**config.mk**
```make
export PLATFORM = sky130hd
export DESIGN_NAME = mem_lsu_flat
export DESIGN_NICKNAME = d
export VERILOG_FILES = /design/src/rtl/mem_lsu_pkg.sv /design/src/rtl/mem_lsu_if.sv /design/src/rtl/mem_lsu_align.sv /design/src/rtl/mem_lsu.sv /design/src/flat_wrapper.sv
export SDC_FILE = /design/constraint.sdc
export NUM_CORES = 1
export LEC_CHECK = 0
export BUFFER_PORTS_ARGS = -buffer_cell sky130_fd_sc_hd__buf_2
export CAP_MARGIN = 20
export CORE_UTILIZATION = 48
export DETAILED_ROUTE_END_ITERATION = 10
export GPL_TIMING_DRIVEN = 0
export PLACE_DENSITY = 0.83
export SLEW_MARGIN = 20
export SYNTH_ARGS = -nofsm -noshare
export SYNTH_HDL_FRONTEND = slang
export SYNTH_HIERARCHICAL = 1
export SYNTH_SLANG_ARGS = --single-unit
```
**constraint.sdc**
```tcl
create_clock -name clk_i -period 1.8 [get_ports clk_i]
set_input_delay 0.18 -clock clk_i [delete_from_list [all_inputs] [get_ports clk_i]]
set_output_delay 0.18 -clock clk_i [all_outputs]
set_load 0.005 [all_outputs]
```
**src/rtl/mem_lsu_pkg.sv**
```systemverilog
// Shared types, size codes and lane helpers for the MEM-stage load/store unit.
package lsu_pkg;

  localparam int unsigned LSU_WIDTH = 32;

  // Access FSM states
  typedef enum logic [1:0] {
    IDLE = 2'd0,
    REQ  = 2'd1,
    RESP = 2'd2,
    DONE = 2'd3
  } state_e;

  // funct3 encodings of the load/store size field
  localparam logic [2:0] F3_B  = 3'b000;
  localparam logic [2:0] F3_H  = 3'b001;
  localparam logic [2:0] F3_W  = 3'b010;
  localparam logic [2:0] F3_BU = 3'b100;
  localparam logic [2:0] F3_HU = 3'b101;

  // Internal access size codes (sign handling happens later in WB)
  localparam logic [1:0] SZ_B = 2'b00;
  localparam logic [1:0] SZ_H = 2'b01;
  localparam logic [1:0] SZ_W = 2'b10;

  // Collapse funct3 to an access size; unknown encodings behave as a word.
  function automatic logic [1:0] size_f(input logic [2:0] funct3);
    case (funct3)
      F3_B, F3_BU: size_f = SZ_B;
      F3_H, F3_HU: size_f = SZ_H;
      F3_W:        size_f = SZ_W;
      default:     size_f = SZ_W;
    endcase
  endfunction

  // Byte enables for a store of the given size at byte offset a.
  function automatic logic [3:0] wstrb_f(input logic [1:0] size, input logic [1:0] a);
    case (size)
      SZ_B:    wstrb_f = 4'b0001 << a;
      SZ_H:    wstrb_f = 4'b0011 << a;
      SZ_W:    wstrb_f = 4'b1111;
      default: wstrb_f = 4'b1111;
    endcase
  endfunction

endpackage

```
**src/rtl/mem_lsu_if.sv**
```systemverilog
// Data-memory bus: request side driven by the LSU, grant/response by memory.
interface mem_lsu_if #(parameter int unsigned Width = 32);
  logic             req;
  logic             we;
  logic [Width-1:0] addr;
  logic [Width-1:0] wdata;
  logic [3:0]       wstrb;
  logic             gnt;
  logic             rvalid;
  logic [Width-1:0] rdata;

  modport master (
    output req, we, addr, wdata, wstrb,
    input  gnt, rvalid, rdata
  );

  modport slave (
    input  req, we, addr, wdata, wstrb,
    output gnt, rvalid, rdata
  );
endinterface

```
**src/rtl/mem_lsu_align.sv**
```systemverilog
// Lane alignment: store replication/strobes, alignment check, load right-shift.
module lsu_align
  import lsu_pkg::*;
(
  input  logic [2:0]           funct3_i,
  input  logic [1:0]           st_alo_i,
  input  logic [LSU_WIDTH-1:0] st_data_i,
  input  logic [1:0]           ld_alo_i,
  input  logic [LSU_WIDTH-1:0] ld_rdata_i,
  output logic [LSU_WIDTH-1:0] st_wdata_o,
  output logic [3:0]           st_wstrb_o,
  output logic                 aligned_o,
  output logic [LSU_WIDTH-1:0] ld_data_o
);

  logic [1:0] size_s;

  // Store-side lane replication, byte enables and natural-alignment check
  always_comb begin
    size_s     = size_f(funct3_i);
    st_wdata_o = st_data_i;
    aligned_o  = 1'b1;
    case (size_s)
      SZ_B: begin
        st_wdata_o = {4{st_data_i[7:0]}};
        aligned_o  = 1'b1;
      end
      SZ_H: begin
        st_wdata_o = {2{st_data_i[15:0]}};
        aligned_o  = (st_alo_i[0] == 1'b0);
      end
      SZ_W: begin
        st_wdata_o = st_data_i;
        aligned_o  = (st_alo_i == 2'b00);
      end
      default: begin
        st_wdata_o = st_data_i;
        aligned_o  = (st_alo_i == 2'b00);
      end
    endcase
    st_wstrb_o = wstrb_f(size_s, st_alo_i);
  end

  // Load-side shift so the addressed byte lands in bits [7:0]
  always_comb begin
    ld_data_o = ld_rdata_i >> {ld_alo_i, 3'b000};
  end

endmodule

```
**src/rtl/mem_lsu.sv**
```systemverilog
// MEM-stage load/store unit: issues one bus access per instruction and
// stalls the pipeline until it finishes; returns the lane-aligned load word.
module mem_lsu
  import lsu_pkg::*;
#(
  parameter int unsigned Width = LSU_WIDTH
) (
  input  logic             clk_i,
  input  logic             rst_ni,
  input  logic             valid_MEM,
  input  logic             MemRd_MEM,
  input  logic             MemWr_MEM,
  input  logic [2:0]       funct3_MEM,
  input  logic [Width-1:0] alu_MEM,
  input  logic [Width-1:0] dataW_MEM,
  output logic [Width-1:0] dataR,
  output logic             done_o,
  output logic             stall_o,
  output logic             misalign_o,
  mem_lsu_if.master        bus
);

  state_e state_q, state_d;

  logic             req_q, req_d;
  logic             we_q, we_d;
  logic [Width-1:0] addr_q, addr_d;
  logic [Width-1:0] wdata_q, wdata_d;
  logic [3:0]       wstrb_q, wstrb_d;
  logic [1:0]       alo_q, alo_d;
  logic [Width-1:0] data_r_q, data_r_d;
  logic             done_q, done_d;
  logic             misalign_q, misalign_d;

  logic             access_s;
  logic             aligned_s;
  logic             start_s;
  logic [Width-1:0] st_wdata_s;
  logic [3:0]       st_wstrb_s;
  logic [Width-1:0] ld_data_s;

  lsu_align u_align (
    .funct3_i   (funct3_MEM),
    .st_alo_i   (alu_MEM[1:0]),
    .st_data_i  (dataW_MEM),
    .ld_alo_i   (alo_q),
    .ld_rdata_i (bus.rdata),
    .st_wdata_o (st_wdata_s),
    .st_wstrb_o (st_wstrb_s),
    .aligned_o  (aligned_s),
    .ld_data_o  (ld_data_s)
  );

  // Start only from IDLE, so an instruction still held during DONE is not reissued
  always_comb begin
    access_s = valid_MEM & (MemRd_MEM | MemWr_MEM);
    start_s  = access_s & aligned_s & (state_q == IDLE);
    stall_o  = start_s | (state_q == REQ) | (state_q == RESP);
  end

  // FSM state register
  always_ff @(posedge clk_i) begin
    if (!rst_ni) begin
      state_q <= IDLE;
    end else begin
      state_q <= state_d;
    end
  end

  // FSM next-state logic; gnt/rvalid only matter in their own states
  always_comb begin
    state_d = state_q;
    case (state_q)
      IDLE: begin
        if (start_s) begin
          state_d = REQ;
        end else begin
          state_d = IDLE;
        end
      end
      REQ: begin
        if (bus.gnt) begin
          state_d = we_q ? DONE : RESP;
        end else begin
          state_d = REQ;
        end
      end
      RESP: begin
        if (bus.rvalid) begin
          state_d = DONE;
        end else begin
          state_d = RESP;
        end
      end
      DONE:    state_d = IDLE;
      default: state_d = IDLE;
    endcase
  end

  // FSM output logic: next values of the registered bus fields and results
  always_comb begin
    req_d      = req_q;
    we_d       = we_q;
    addr_d     = addr_q;
    wdata_d    = wdata_q;
    wstrb_d    = wstrb_q;
    alo_d      = alo_q;
    data_r_d   = data_r_q;
    done_d     = 1'b0;
    misalign_d = 1'b0;
    case (state_q)
      IDLE: begin
        if (start_s) begin
          req_d   = 1'b1;
          we_d    = MemWr_MEM;
          addr_d  = {alu_MEM[Width-1:2], 2'b00};
          wdata_d = st_wdata_s;
          wstrb_d = st_wstrb_s;
          alo_d   = alu_MEM[1:0];
        end else begin
          req_d = 1'b0;
        end
        if (access_s && !aligned_s) begin
          misalign_d = 1'b1;
        end else begin
          misalign_d = 1'b0;
        end
      end
      REQ: begin
        if (bus.gnt) begin
          req_d  = 1'b0;
          done_d = we_q;
        end else begin
          req_d  = 1'b1;
          done_d = 1'b0;
        end
      end
      RESP: begin
        if (bus.rvalid) begin
          data_r_d = ld_data_s;
          done_d   = 1'b1;
        end else begin
          data_r_d = data_r_q;
          done_d   = 1'b0;
        end
      end
      DONE: begin
        req_d = 1'b0;
      end
      default: begin
        req_d = 1'b0;
      end
    endcase
  end

  // Registered bus fields, load result and status pulses
  always_ff @(posedge clk_i) begin
    if (!rst_ni) begin
      req_q      <= 1'b0;
      we_q       <= 1'b0;
      addr_q     <= '0;
      wdata_q    <= '0;
      wstrb_q    <= 4'b0000;
      alo_q      <= 2'b00;
      data_r_q   <= '0;
      done_q     <= 1'b0;
      misalign_q <= 1'b0;
    end else begin
      req_q      <= req_d;
      we_q       <= we_d;
      addr_q     <= addr_d;
      wdata_q    <= wdata_d;
      wstrb_q    <= wstrb_d;
      alo_q      <= alo_d;
      data_r_q   <= data_r_d;
      done_q     <= done_d;
      misalign_q <= misalign_d;
    end
  end

  assign bus.req    = req_q;
  assign bus.we     = we_q;
  assign bus.addr   = addr_q;
  assign bus.wdata  = wdata_q;
  assign bus.wstrb  = wstrb_q;
  assign dataR      = data_r_q;
  assign done_o     = done_q;
  assign misalign_o = misalign_q;

endmodule
```
**src/flat_wrapper.sv**
```systemverilog
// flat-port wrapper written by rule: the top's interface ports become plain ports
module mem_lsu_flat import lsu_pkg::*;
#(
  parameter int unsigned Width = LSU_WIDTH
)
  (clk_i, rst_ni, valid_MEM, MemRd_MEM, MemWr_MEM, funct3_MEM, alu_MEM, dataW_MEM, dataR, done_o, stall_o, misalign_o, bus_req, bus_we, bus_addr, bus_wdata, bus_wstrb, bus_gnt, bus_rvalid, bus_rdata);
  mem_lsu_if #(.Width(Width)) bus_i ();
  input  logic clk_i;
  input  logic rst_ni;
  input  logic valid_MEM;
  input  logic MemRd_MEM;
  input  logic MemWr_MEM;
  input  logic [2:0] funct3_MEM;
  input  logic [Width-1:0] alu_MEM;
  input  logic [Width-1:0] dataW_MEM;
  output logic [Width-1:0] dataR;
  output logic done_o;
  output logic stall_o;
  output logic misalign_o;
  output wire logic [$bits(bus_i.req)-1:0] bus_req;
  output wire logic [$bits(bus_i.we)-1:0] bus_we;
  output wire logic [$bits(bus_i.addr)-1:0] bus_addr;
  output wire logic [$bits(bus_i.wdata)-1:0] bus_wdata;
  output wire logic [$bits(bus_i.wstrb)-1:0] bus_wstrb;
  input wire logic [$bits(bus_i.gnt)-1:0] bus_gnt;
  input wire logic [$bits(bus_i.rvalid)-1:0] bus_rvalid;
  input wire logic [$bits(bus_i.rdata)-1:0] bus_rdata;
  assign bus_req = bus_i.req;
  assign bus_we = bus_i.we;
  assign bus_addr = bus_i.addr;
  assign bus_wdata = bus_i.wdata;
  assign bus_wstrb = bus_i.wstrb;
  assign bus_i.gnt = bus_gnt;
  assign bus_i.rvalid = bus_rvalid;
  assign bus_i.rdata = bus_rdata;
  mem_lsu #(.Width(Width)) u_core (.clk_i(clk_i), .rst_ni(rst_ni), .valid_MEM(valid_MEM), .MemRd_MEM(MemRd_MEM), .MemWr_MEM(MemWr_MEM), .funct3_MEM(funct3_MEM), .alu_MEM(alu_MEM), .dataW_MEM(dataW_MEM), .dataR(dataR), .done_o(done_o), .stall_o(stall_o), .misalign_o(misalign_o), .bus(bus_i));
endmodule
```
# --- Word-level counts from Yosys, hierarchy flattened ---
# Cells that the tools add are included.
word_totals:
  regBits: 106
  in_bits: 106
  output_inout_bits: 105
  word_cells: 55
op_classes:
  eq_ne: 7
  shift: 3
  mux: 16
  bitwise: 7
  n_reduce_logical: 12
op_table:
  columns: ["cell", "n"]
  rows:
  - ["32-bit case mux with 2 select lines", 1]
  - ["32-bit by 5-bit right shift with 32-bit output", 1]
  - ["1-bit two-way mux", 8]
  - ["2-bit case mux with 4 select lines", 1]
  - ["4-bit case mux with 2 select lines", 1]
  - ["3-bit equality test (second input constant)", 2]
  - ["2-bit zero test", 3]
  - ["2-bit AND reduction", 3]
  - ["2-bit by 1-bit equality test with 1-bit output (second input constant)", 2]
  - ["2-bit equality test (second input constant)", 2]
  - ["1-bit case mux with 2 select lines", 2]
  - ["2-bit case mux with 2 select lines", 1]
  - ["2-bit OR reduction", 2]
  - ["1-bit by 2-bit left shift with 4-bit output (first input constant)", 1]
  - ["2-bit by 2-bit left shift with 4-bit output (first input constant)", 1]
  - ["1-bit AND", 3]
  - ["3-bit by 1-bit equality test with 1-bit output (second input constant)", 1]
  - ["3-bit zero test", 1]
  - ["1-bit OR", 3]
  - ["1-bit case mux with 3 select lines", 1]
  - ["3-bit nonzero test", 1]
  - ["2-bit two-way mux", 1]
  - ["1-bit logical AND", 1]
  - ["1-bit zero test", 1]
  - ["1-bit NOT", 1]

# --- Logic depth before layout (Yosys ltp) ---
# Gate-level depths: netlist of the first run.
depth:
  word_depth: 9
  mapped_depth: 8
  ltp_nobuf: 5

# --- Cells and area by module ---
# Netlist of the first run, hierarchy kept.
modules_own_cells:
  columns: ["module", "instances", "cells_per_inst", "area_per_inst_um2", "seq_area_each_um2"]
  rows:
  - ["mem_lsu", 1, 484, 3898.7, 2122.0]
  - ["lsu_align", 1, 128, 1076.0, 0.0]

# --- Worst setup path before layout of the first run ---
# No wires, ideal clock.
synth_timing:
  kind: "input to register"
  from: "input port funct3_MEM[1]"
  to: "register u_core.req_q (netlist: u_core/bus.req)"
  setup_time_ns: 0.074
  arrival_time_ns: 1.445
  t_required_ns: 1.726
  setup_slack_ns: 0.281
  cell_stages: 7
  path_buffers: 2
  path_cell_list: "buf_4 > o21a_1 > a21oi_1 > o2111ai_4 > buf_6 > or3_1 > a31oi_1"
synth_between:
  elab_chain_len: 9
  word_cells_on_any_way: 14
  classes_between: "4 x eq/ne; 4 x mux; 2 x bitwise; 4 x reduce/logical"
synth_rtl:
  columns: ["element", "line", "text"]
  rows:
  - ["start: declaration", "flat_wrapper.sv:13", "input logic [2:0] funct3_MEM;"]
  - ["3-bit by 1-bit equality test with 1-bit output (tied with other cells)", "mem_lsu_pkg.sv:28", "case (funct3)"]
  - ["2-bit OR reduction", "mem_lsu_pkg.sv:28", null]
  - ["2-bit case mux with 2 select lines *", "mem_lsu_pkg.sv:28", null]
  - ["2-bit by 1-bit equality test with 1-bit output / 2-bit zero test (equally long branches)", "mem_lsu_align.sv:23", "case (size_s)"]
  - ["1-bit case mux with 2 select lines *", "mem_lsu_align.sv:23", null]
  - ["via u_core.aligned_s", "mem_lsu.sv:36", "logic aligned_s;"]
  - ["1-bit AND * (2 in a row)", "mem_lsu.sv:57", "start_s = access_s & aligned_s & (state_q == IDLE);"]
  - ["1-bit two-way mux *", "mem_lsu.sv:113", "if (start_s) begin"]
  - ["1-bit case mux with 3 select lines *", "mem_lsu.sv:111", "case (state_q)"]
  - ["end signal: assignment", "mem_lsu.sv:169", "req_q <= req_d;"]
  - ["end: declaration", "mem_lsu.sv:25", "logic req_q, req_d;"]
# Mark *: on every way through the listed nets, which the timed path passes. The rest lies on a longest branch.
# A chain may end at the register's enable or synchronous reset.

# --- Worst setup path after layout of the first run ---
layout_timing:
  from: "register u_core.state_q[0]"
  to: "register u_core.wstrb_q[2] (netlist: u_core/bus.wstrb[2])"
layout_between:
  elab_chain_len: 3
layout_rtl:
  columns: ["element", "line", "text"]
  rows:
  - ["start: declaration", "mem_lsu.sv:23", "state_e state_q, state_d;"]
  - ["start signal: assignment", "mem_lsu.sv:66", "state_q <= state_d;"]
  - ["2-bit zero test *", "mem_lsu.sv:57, mem_lsu.sv:111", null]
  - ["1-bit AND", "mem_lsu.sv:57", null]
  - ["2-bit AND reduction (no source line) *", null, null]
  - ["end signal: assignment", "mem_lsu.sv:173", "wstrb_q <= wstrb_d;"]
  - ["end: declaration", "mem_lsu.sv:29", "logic [3:0] wstrb_q, wstrb_d;"]
# Every way passes the cells marked *; elsewhere a longest branch is shown, timed or not.

==> flow_summary.ini, run 1 <==
[critical_path]
path_delay_family = buffers and inverters
start_kind = flop
worst_r2r_endpoint = u_core/bus.wstrb[2]
timing_worst_setup_path_type = flop to flop
cp.required_ns = 2.04
crit_chain = inv_4, ha_4, o2111ai_4, buf_6, buf_4, clkbuf_1, o21ai_0
path_buf_inv = 4
cp-end-kind = flop
r2r_setup_slack_ns = 0.09
worstPathMaxFanout = 11
reg2regPathDepth = 7
slowest_stage = dfxtp_4
critPathLaunch = u_core/state_q[0]
slowest_delay_ns = 0.38
r2r-start = u_core/state_q[0]
crit_arrival_ns = 1.95

[outcome]
status = finished clean

[pwr]
combPwrFrac_pct = 17.1
intPower_uw = 3370
netSwitchingFraction_pct = 30.0
leakage_uw = 0.00291
seq_power_share_pct = 51.6
irDropWorstVdd_mv = 0.473
p_clk_share_pct = 31.3
switchingPower_uw = 1440
powerDensity_mw_per_mm2 = 747

[min_path]
worstHoldPathType = input pin to flop
hold_depth = 3
hold_end = u_core/bus.addr[15]
holdCritStartpoint = alu_MEM[15]

[placed_design]
placed_area_mm2 = 0.00618
io_buffers = 206
dp_hpwl_mm = 11.1
pre_cts_ws_ns = -0.161
gp_congestion = 0.882
numPlacedInstances = 952

[cts]
cts_hold_buf = 0
cts_num_sinks = 106
cts_root_buf = clkbuf_8
cts-htree-levels = 3
cts_tree = yes
cts_inserted_buffers = 9
insertion_delay_ns = 0.38
clkTransAtPathRegs_ns = 0.12
cts_buffer_depth = 2

[layout]
nFillCells = 919
nNetsFinal = 946
area_growth_pct = 29.5
fin_cells = 973
layout_commonest_cell = buf_2
final_cell_mix = buf_2, nand2_1, dfxtp_1
fin_util_pct = 65.0
drive_above_1_share_pct = 34.1
postLayoutCellArea_mm2 = 0.00644

[floorplan]
io_pins = 211
rows = 36
fp.dieH_um = 104
coreArea_mm2 = 0.00991
dieArea_mm2 = 0.0108
initial_utilization_pct = 50.2
die-width_um = 104

[synthesis]
synthesis.area_mm2 = 0.00497
ys_seq_elements = 106
yosys_warnings = 6
syn_area_per_cell_um2 = 8.13
synth_cell_type_count = 36
netlist_instances = 612
synth_seq_area_share_pct = 42.7

[drt]
dr.first_iter.drc_count = 289
wl_met3_mm = 1.30
met1Wirelength_mm = 6.00
routed_wl_mm = 14.7
drtAntennaViolNets = 0
vias = 5142
dr.pass1.iters = 5
met2_length_mm = 7.09
viasPerCell = 5.28
avgRoutedWirePerCell_um = 15.1
highest_layer = met4
drc = 0

[global_route]
grt_overflow_total = 0
grt_max_degree = 22
grt_pass1_wl_mm = 23.4
grt.total_usage_pct = 26.9
antenna_found_initial = 1
grt_pass1_vias = 4741

[run]
drv_cap = 0

[sta]
max_freq_ghz = 0.584
min_period_ns = 1.71
worst_slack_ns = 0.0874
setup_viol_count_final = 0
hold_viol = 0
grt_setup_unrepaired = no
slew_viol_final = 0
fin_crit_sh_pct = 95.1
fin_skew_ns = 0.0125
## metrics by stage
stage	hold WS (ns)	total power (µW)	TNS (ns)
floorplan	0.320	2980	0
global placement	0.426	3320	-0.110
detailed placement	0.432	3330	-2.81
CTS	0.0101	4850	0
global route	0.0190	5040	0
finish	0.0267	4810	0
## final cells by class
type / instances / area, µm² / share of cell area (%)
timing repair buffer: 211 / 1070 / 16.6
clock buffer: 9 / 124 / 1.92
multi-input combinational: 439 / 2470 / 38.3
buffer: 61 / 378 / 5.87
antenna: 1 / 2.50 / 0.0389
sequential: 106 / 2130 / 33.0
tap: 133 / 166 / 2.58
clock inverter: 7 / 81.3 / 1.26
inverter: 6 / 25.0 / 0.389
## sequential cells by signal, summed over array words and instances (netlist names), named ones only
register           count
u_core/misalign_o      1
u_core/state_q         1
u_core/bus.req         1
u_core/bus.wstrb       4
u_core/done_o          1
u_core/bus.wdata      32
u_core/bus.addr       30
u_core/bus.we          1
u_core/alo_q           2
u_core/dataR          32
## power groups by stage
stage,clock network [µW],logic [µW],registers [µW]
final,1500,822,2480
after global routing,1640,902,2490
after CTS,1550,819,2480
after detailed placement,0,795,2530
after global placement,0,786,2540
after floorplan,0,436,2540
## worst max-delay path by stage
stage	endpoint	cells past startpoint
floorplan	u_core/bus.req	7
global placement	stall_o	9
detailed placement	stall_o	9
CTS	stall_o	7
global route	u_core/bus.wstrb[2]	7
finish	u_core/bus.wstrb[2]	7
## routing by layer
metal / up-vias / track usage [%]
li1: 2517 / -
met1: 2344 / 33.6
met2: 256 / 45.0
met3: 25 / 7.68
met4: 0 / 7.86
met5: - / 0
## cells in the mapped netlist
library cell / count / area (µm²)
buf_4: 13 / 97.6
a211o_1: 1 / 8.76
o2111ai_4: 1 / 26.3
o21ai_1: 8 / 40.0
nand2b_1: 2 / 12.5
buf_1: 7 / 26.3
nand2_1: 144 / 541
a221oi_1: 1 / 8.76
o2bb2ai_1: 8 / 70.1
and2_1: 10 / 62.6
mux2i_1: 40 / 400
o211ai_1: 1 / 7.51
nor3b_1: 1 / 7.51
clkbuf_8: 3 / 41.3
buf_2: 10 / 50.1
or3_1: 1 / 6.26
buf_12: 1 / 20.0
nor2_4: 1 / 11.3
o21bai_1: 2 / 15.0
buf_6: 5 / 56.3
and3b_1: 1 / 8.76
clkbuf_1: 22 / 82.6
nor2_1: 12 / 45.0
a31oi_1: 1 / 6.26
a21boi_0: 1 / 7.51
o21a_1: 1 / 7.51
nand3_1: 71 / 355
clkbuf_2: 1 / 5.00
ha_1: 6 / 75.1
conb_1: 1 / 3.75
dfxtp_1: 106 / 2120
a21oi_1: 33 / 165
inv_1: 6 / 22.5
nor2b_4: 1 / 13.8
o21ai_0: 73 / 365
mux2_2: 16 / 180
## worst register-to-register path, delay by kind of cell, from the launching register on
family	cells	cell delay, ns
adder cells (fa/ha/maj)	1	0.17
AO/OA/AOI/OAI	2	0.26
flip-flops	1	0.38
buffers and inverters	4	0.78
## cells by family (layout without fill, tap and decap cells)
logic type / after synthesis / after routing / synth area share, %
multiplexers: 56 / 56 / 11.7
adder cells (fa/ha/maj): 6 / 6 / 1.51
buffers and inverters: 68 / 294 / 8.07
other: 1 / 3 / 0.0754
AND/OR/NAND/NOR: 244 / 244 / 21.4
flip-flops: 106 / 106 / 42.7
AO/OA/AOI/OAI: 131 / 131 / 14.6
## what timing repair did
action / in CTS / in global routing
resized for setup: 11 / 4
pin swaps: 1 / 1
buffers inserted: 5 / 0
hold endpoints to repair: 0 / 0
setup endpoints to repair: 2 / 21
(Power assumes the default switching activity.)
==> inputs of run 2 (changes only) <==
Settings changed: RECOVER_POWER set to 25.
==> run 2 against run 1 <==
Cell area is 0.41% lower. Global-route usage unchanged. Worst setup slack better by 0.0078 ns. Clock power hardly changed. Cell count stayed put. Via count is 0.95% lower. Count of clock-buffer cells in the layout stayed put. Sequential power barely moved. Critical path depth stayed put. Clock skew about the same. Critical endpoint unchanged.
==> flow_summary.ini, run 2 (synthesis gave the netlist of run 1 again) <==
[outcome]
status = finished clean

[sta]
slew_headroom_pct = 66.4
whs_ns = 0.0287
worst_slack_ns = 0.0953
setup_viol_count_final = 0
fin_crit_sh_pct = 94.7
slew_viol_final = 0
min_period_ns = 1.70
hold_viol = 0
tightestPinTransition_ns = 0.504
grt_setup_unrepaired = no
max_freq_ghz = 0.587
fin_skew_ns = 0.0126

[floorplan]
die-width_um = 104
io_pins = 211
dieArea_mm2 = 0.0108
rows = 36
initial_utilization_pct = 50.2
fp.dieH_um = 104
coreArea_mm2 = 0.00991

[pwr]
finalPower_uw = 4810
leakage_uw = 0.00282
powerDensity_mw_per_mm2 = 750
irDropWorstVdd_mv = 0.476

[drt]
viasPerCell = 5.23
routed_wl_mm = 14.7
vias = 5093
avgRoutedWirePerCell_um = 15.1
dr.pass1.iters = 5
dr.first_iter.drc_count = 313
drtAntennaViolNets = 0
drc = 0

[global_route]
grt_max_degree = 22
antenna_found_initial = 1
grt_pass1_vias = 4741
grt_pass1_wl_mm = 23.4
grt.total_usage_pct = 26.9
grt_overflow_total = 0

[critical_path]
start_kind = flop
worstPathMaxFanout = 11
crit_arrival_ns = 1.95
cp.required_ns = 2.04
reg2regPathDepth = 7
worst_r2r_endpoint = u_core/bus.wstrb[2]
crit_end = u_core/bus.wstrb[2]
timing_worst_setup_path_type = flop to flop
r2r_setup_slack_ns = 0.1
critPathLaunch = u_core/state_q[0]
r2r-start = u_core/state_q[0]
cp-end-kind = flop

[run]
drv_cap = 0

[layout]
area_growth_pct = 28.9
postLayoutCellArea_mm2 = 0.00641
multiInputGateArea_mm2 = 0.00247
drive_above_1_share_pct = 31.6
final_cell_mix = buf_2, nand2_1, dfxtp_1
layout_commonest_cell = buf_2
fin_cells = 973
nNetsFinal = 946
nFillCells = 929
regArea_mm2 = 0.00213

[cts]
cts_hold_buf = 0
cts_num_sinks = 106
cts_root_buf = clkbuf_8
cts_inserted_buffers = 9
cts-htree-levels = 3
cts_buffer_depth = 2
cts_tree = yes
insertion_delay_ns = 0.37
clkTransAtPathRegs_ns = 0.12

[placed_design]
numPlacedInstances = 952
placed_area_mm2 = 0.00618
dp_hpwl_mm = 11.1
io_buffers = 206
gp_congestion = 0.882
pre_cts_ws_ns = -0.161

[min_path]
worstHoldPathType = input pin to flop
hold_depth = 3
-- run 2: cell count changes in the layout (fill, tap and decap cells not counted), sizes merged --
| cell | previous run | this run |
|---|---|---|
| clkbuf | 34 | 55 |
| buf | 247 | 226 |
-- run 2: how the worst min path moves through the flow --
stage / start / end / slack [ns]
final: alu_MEM[15] / u_core/bus.addr[15] / 0.03
after global routing: alu_MEM[6] / u_core/bus.addr[6] / 0.02
after CTS: alu_MEM[5] / u_core/bus.addr[5] / 0.01
after detailed placement: alu_MEM[5] / u_core/bus.addr[5] / 0.43
after global placement: alu_MEM[2] / u_core/bus.addr[2] / 0.43
after floorplan: alu_MEM[0] / u_core/alo_q[0] / 0.32
-- run 2: what timing repair did --
item                       in CTS  in global routing
setup endpoints to repair       2                 21
setup buffers                   5                  0
pin swaps                       1                  1
resized for setup              11                  4
gates cloned                    0                  0
-- run 2: metrics by stage --
stage	TNS (ns)	utilization [%]
floorplan	0	-
global placement	-0.110	62.3
detailed placement	-2.81	62.3
CTS	0	65.1
global route	0	64.7
finish	0	64.7
-- run 2: routing by layer --
metal  vias up  global-route usage [%]  routed length, µm
met5         -                       0                  0
met2       221                    45.0               7120
met3        18                    7.68               1170
li1       2515                       -                  -
met4         0                    7.86                283
met1      2339                    33.6               6140
-- run 2: report_power, final --
part	switching (µW)	leakage, µW	internal, µW	total, µW
Combinational	450	0.00186	367	818
Clock	949	0.000104	560	1510
Sequential	48.5	0.000861	2440	2480
Total	1450	0.00282	3360	4810
-- run 2: critical path, stage by stage (launching register included) --
cell and delay [ns]:
dfxtp_4 0.38, inv_4 0.05, ha_4 0.17, o2111ai_4 0.08, buf_6 0.19, buf_4 0.18
clkbuf_1 0.36, o21ai_0 0.18
-- run 2: layout make-up --
cell class	count	area share [%]
Tap cell	133	2.59
Sequential cell	106	33.2
Antenna cell	1	0.0390
Buffer	61	5.89
Clock inverter	7	1.27
Timing Repair Buffer	211	16.3
Inverter	6	0.390
Clock buffer	9	1.93
Multi-Input combinational cell	439	38.5
==> inputs of run 3 (changes only) <==
Settings changed: CELL_PAD_IN_SITES_DETAIL_PLACEMENT set to 0, CELL_PAD_IN_SITES_GLOBAL_PLACEMENT set to 2, CORE_UTILIZATION 48 to 26.
==> run 3 against run 2 <==
Cell area rose by 3.7%. Worst setup slack hardly changed. Maximum frequency hardly changed. Routed wire length grew 18%. Critical endpoint is now stall_o.
==> flow_summary.ini, run 3 (synthesis gave the netlist of run 1 again) <==
[pwr]
combPwrFrac_pct = 15.5
powerDensity_mw_per_mm2 = 816
intPower_uw = 3920
p_clk_share_pct = 38.7
irDropWorstVdd_mv = 0.439
switchingPower_uw = 1510
seq_power_share_pct = 45.8
netSwitchingFraction_pct = 27.8
finalPower_uw = 5430
leakage_uw = 0.00285

[cts]
insertion_delay_ns = 0.35
cts_inserted_buffers = 9
cts_root_buf = clkbuf_16
cts_buffer_depth = 2
cts-htree-levels = 3
cts_num_sinks = 106
clkTransAtPathRegs_ns = 0.08
cts_tree = yes

[drt]
vias = 4982
drc = 0
viasPerCell = 4.64
avgRoutedWirePerCell_um = 16.2
drtAntennaViolNets = 0
dr.pass1.iters = 4
routed_wl_mm = 17.4
dr.first_iter.drc_count = 203

[global_route]
grt_overflow_total = 0
grt_max_degree = 20
grt_pass1_wl_mm = 26.9
grt.total_usage_pct = 17.5
antenna_found_initial = 1
grt_pass1_vias = 4780

[layout]
nNetsFinal = 946
layout_commonest_cell = buf_2
nFillCells = 2084
area_growth_pct = 33.8
diodes = 0
drive_above_1_share_pct = 31.3
final_cell_mix = buf_2, nand2_1, dfxtp_1

[outcome]
status = finished clean

[run]
drv_cap = 0

[min_path]
worstHoldPathType = input pin to flop
hold_end = u_core/bus.addr[15]
hold_depth = 3
holdCritStartpoint = alu_MEM[15]

[critical_path]
crit_top_cell = buf_2
slowest_stage = a21oi_1
crit_arrival_ns = 1.52
worstPathMaxFanout = 10
r2r-start = u_core/state_q[0]
cp-end-kind = primary output
start_kind = input pin
slowest_delay_ns = 0.26
worst_r2r_endpoint = u_core/dataR[14]
timing_worst_setup_path_type = input pin to primary output
r2r_setup_slack_ns = 0.19
reg2regPathDepth = 7
cp.required_ns = 1.62
crit_chain = buf_2, buf_4, o21a_1, a21oi_1, o2111ai_4, buf_6, buf_8, nand2_2, buf_2

[placed_design]
io_buffers = 206
gp_congestion = 0.814
dp_hpwl_mm = 13.0

[floorplan]
dieArea_mm2 = 0.0197
fp.dieH_um = 140
rows = 50
io_pins = 211
initial_utilization_pct = 26.6
coreArea_mm2 = 0.0187
die-width_um = 140

[sta]
fin_crit_sh_pct = 94.7
fin_skew_ns = 0.0132
tightestPinTransition_ns = 0.536
slew_headroom_pct = 64.3
slew_viol_final = 0
hold_viol = 0
max_freq_ghz = 0.587
setup_viol_count_final = 0
fin_setup_tns_ns = 0
min_period_ns = 1.70
==> run 3: changes by cell type in the layout (fill, tap and decap cells not counted), moves of 4 or more <==
| cell | delta |
|---|---|
| clkbuf_16 | +9 |
| clkbuf_8 | -9 |
| buf_2 | -7 |
| clkbuf_1 | +4 |
| clkbuf_2 | +4 |
==> run 3: metrics by stage <==
| step | cells | utilization (%) | worst slack (ns) | instance area, µm² | hold WS, ns |
|---|---|---|---|---|---|
| detailed placement | 1053 | 33.7 | -0.179 | 6300 | 0.435 |
| global route | 1073 | 35.6 | -0.000104 | 6650 | 0.0562 |
| CTS | 1071 | 35.6 | 0.0106 | 6660 | 0.0422 |
| finish | 1073 | 35.6 | 0.0955 | 6650 | 0.0610 |
| floorplan | 613 | - | 0.281 | 4980 | 0.320 |
| global placement | 1053 | 33.7 | -0.184 | 6300 | 0.427 |
==> run 3: repair_timing <==
action | 4_1_cts | 5_1_grt
resized for setup | 12 | 13
gates cloned | 0 | 0
buffers inserted | 2 | 2
endpoints found under the setup margin | 27 | 28
hold buffers | 0 | 0
pin swaps | 0 | 1
==> run 3: layout make-up <==
class                      count  area [µm²]  area share, %
clock inverter                 7        87.6           1.32
tap                          234         293           4.40
timing repair buffer         210        1030           15.4
clock buffer                   9         225           3.38
buffer                        62         398           5.98
sequential                   106        2130           32.0
multi-input combinational    439        2470           37.1
inverter                       6        27.5          0.414
==> run 3: layer usage <==
layer,wire [µm],global-route usage (%),up-vias
met4,193,5.61,2
met5,13,0,-
met2,7770,27.8,174
met1,7970,22.7,2279
li1,-,-,2512
met3,1430,5.37,15
==> run 3: worst max-delay path: cells and delay by family <==
family	cells	cell delay, ns
buffers and inverters	5	0.72
and+or+nand+nor	1	0.05
AOI/OAI and AO/OA	3	0.57
==> run 3: power by group through the flow <==
stage	combinational, µW	sequential [µW]	clock [µW]
floorplan	436	2540	0
global placement	830	2540	0
detailed placement	829	2540	0
CTS	850	2480	2180
global route	933	2500	2270
finish	841	2480	2100
==> run 3: worst max path at each step <==
stage / from / to / cells after the start
3_3_place_gp: funct3_MEM[1] / stall_o / 9
3_5_place_dp: funct3_MEM[1] / stall_o / 9
2_1_floorplan: funct3_MEM[1] / u_core/bus.req / 7
6_report: funct3_MEM[1] / stall_o / 9
5_1_grt: u_core/state_q[0] / u_core/dataR[28] / 7
4_1_cts: u_core/state_q[0] / stall_o / 7
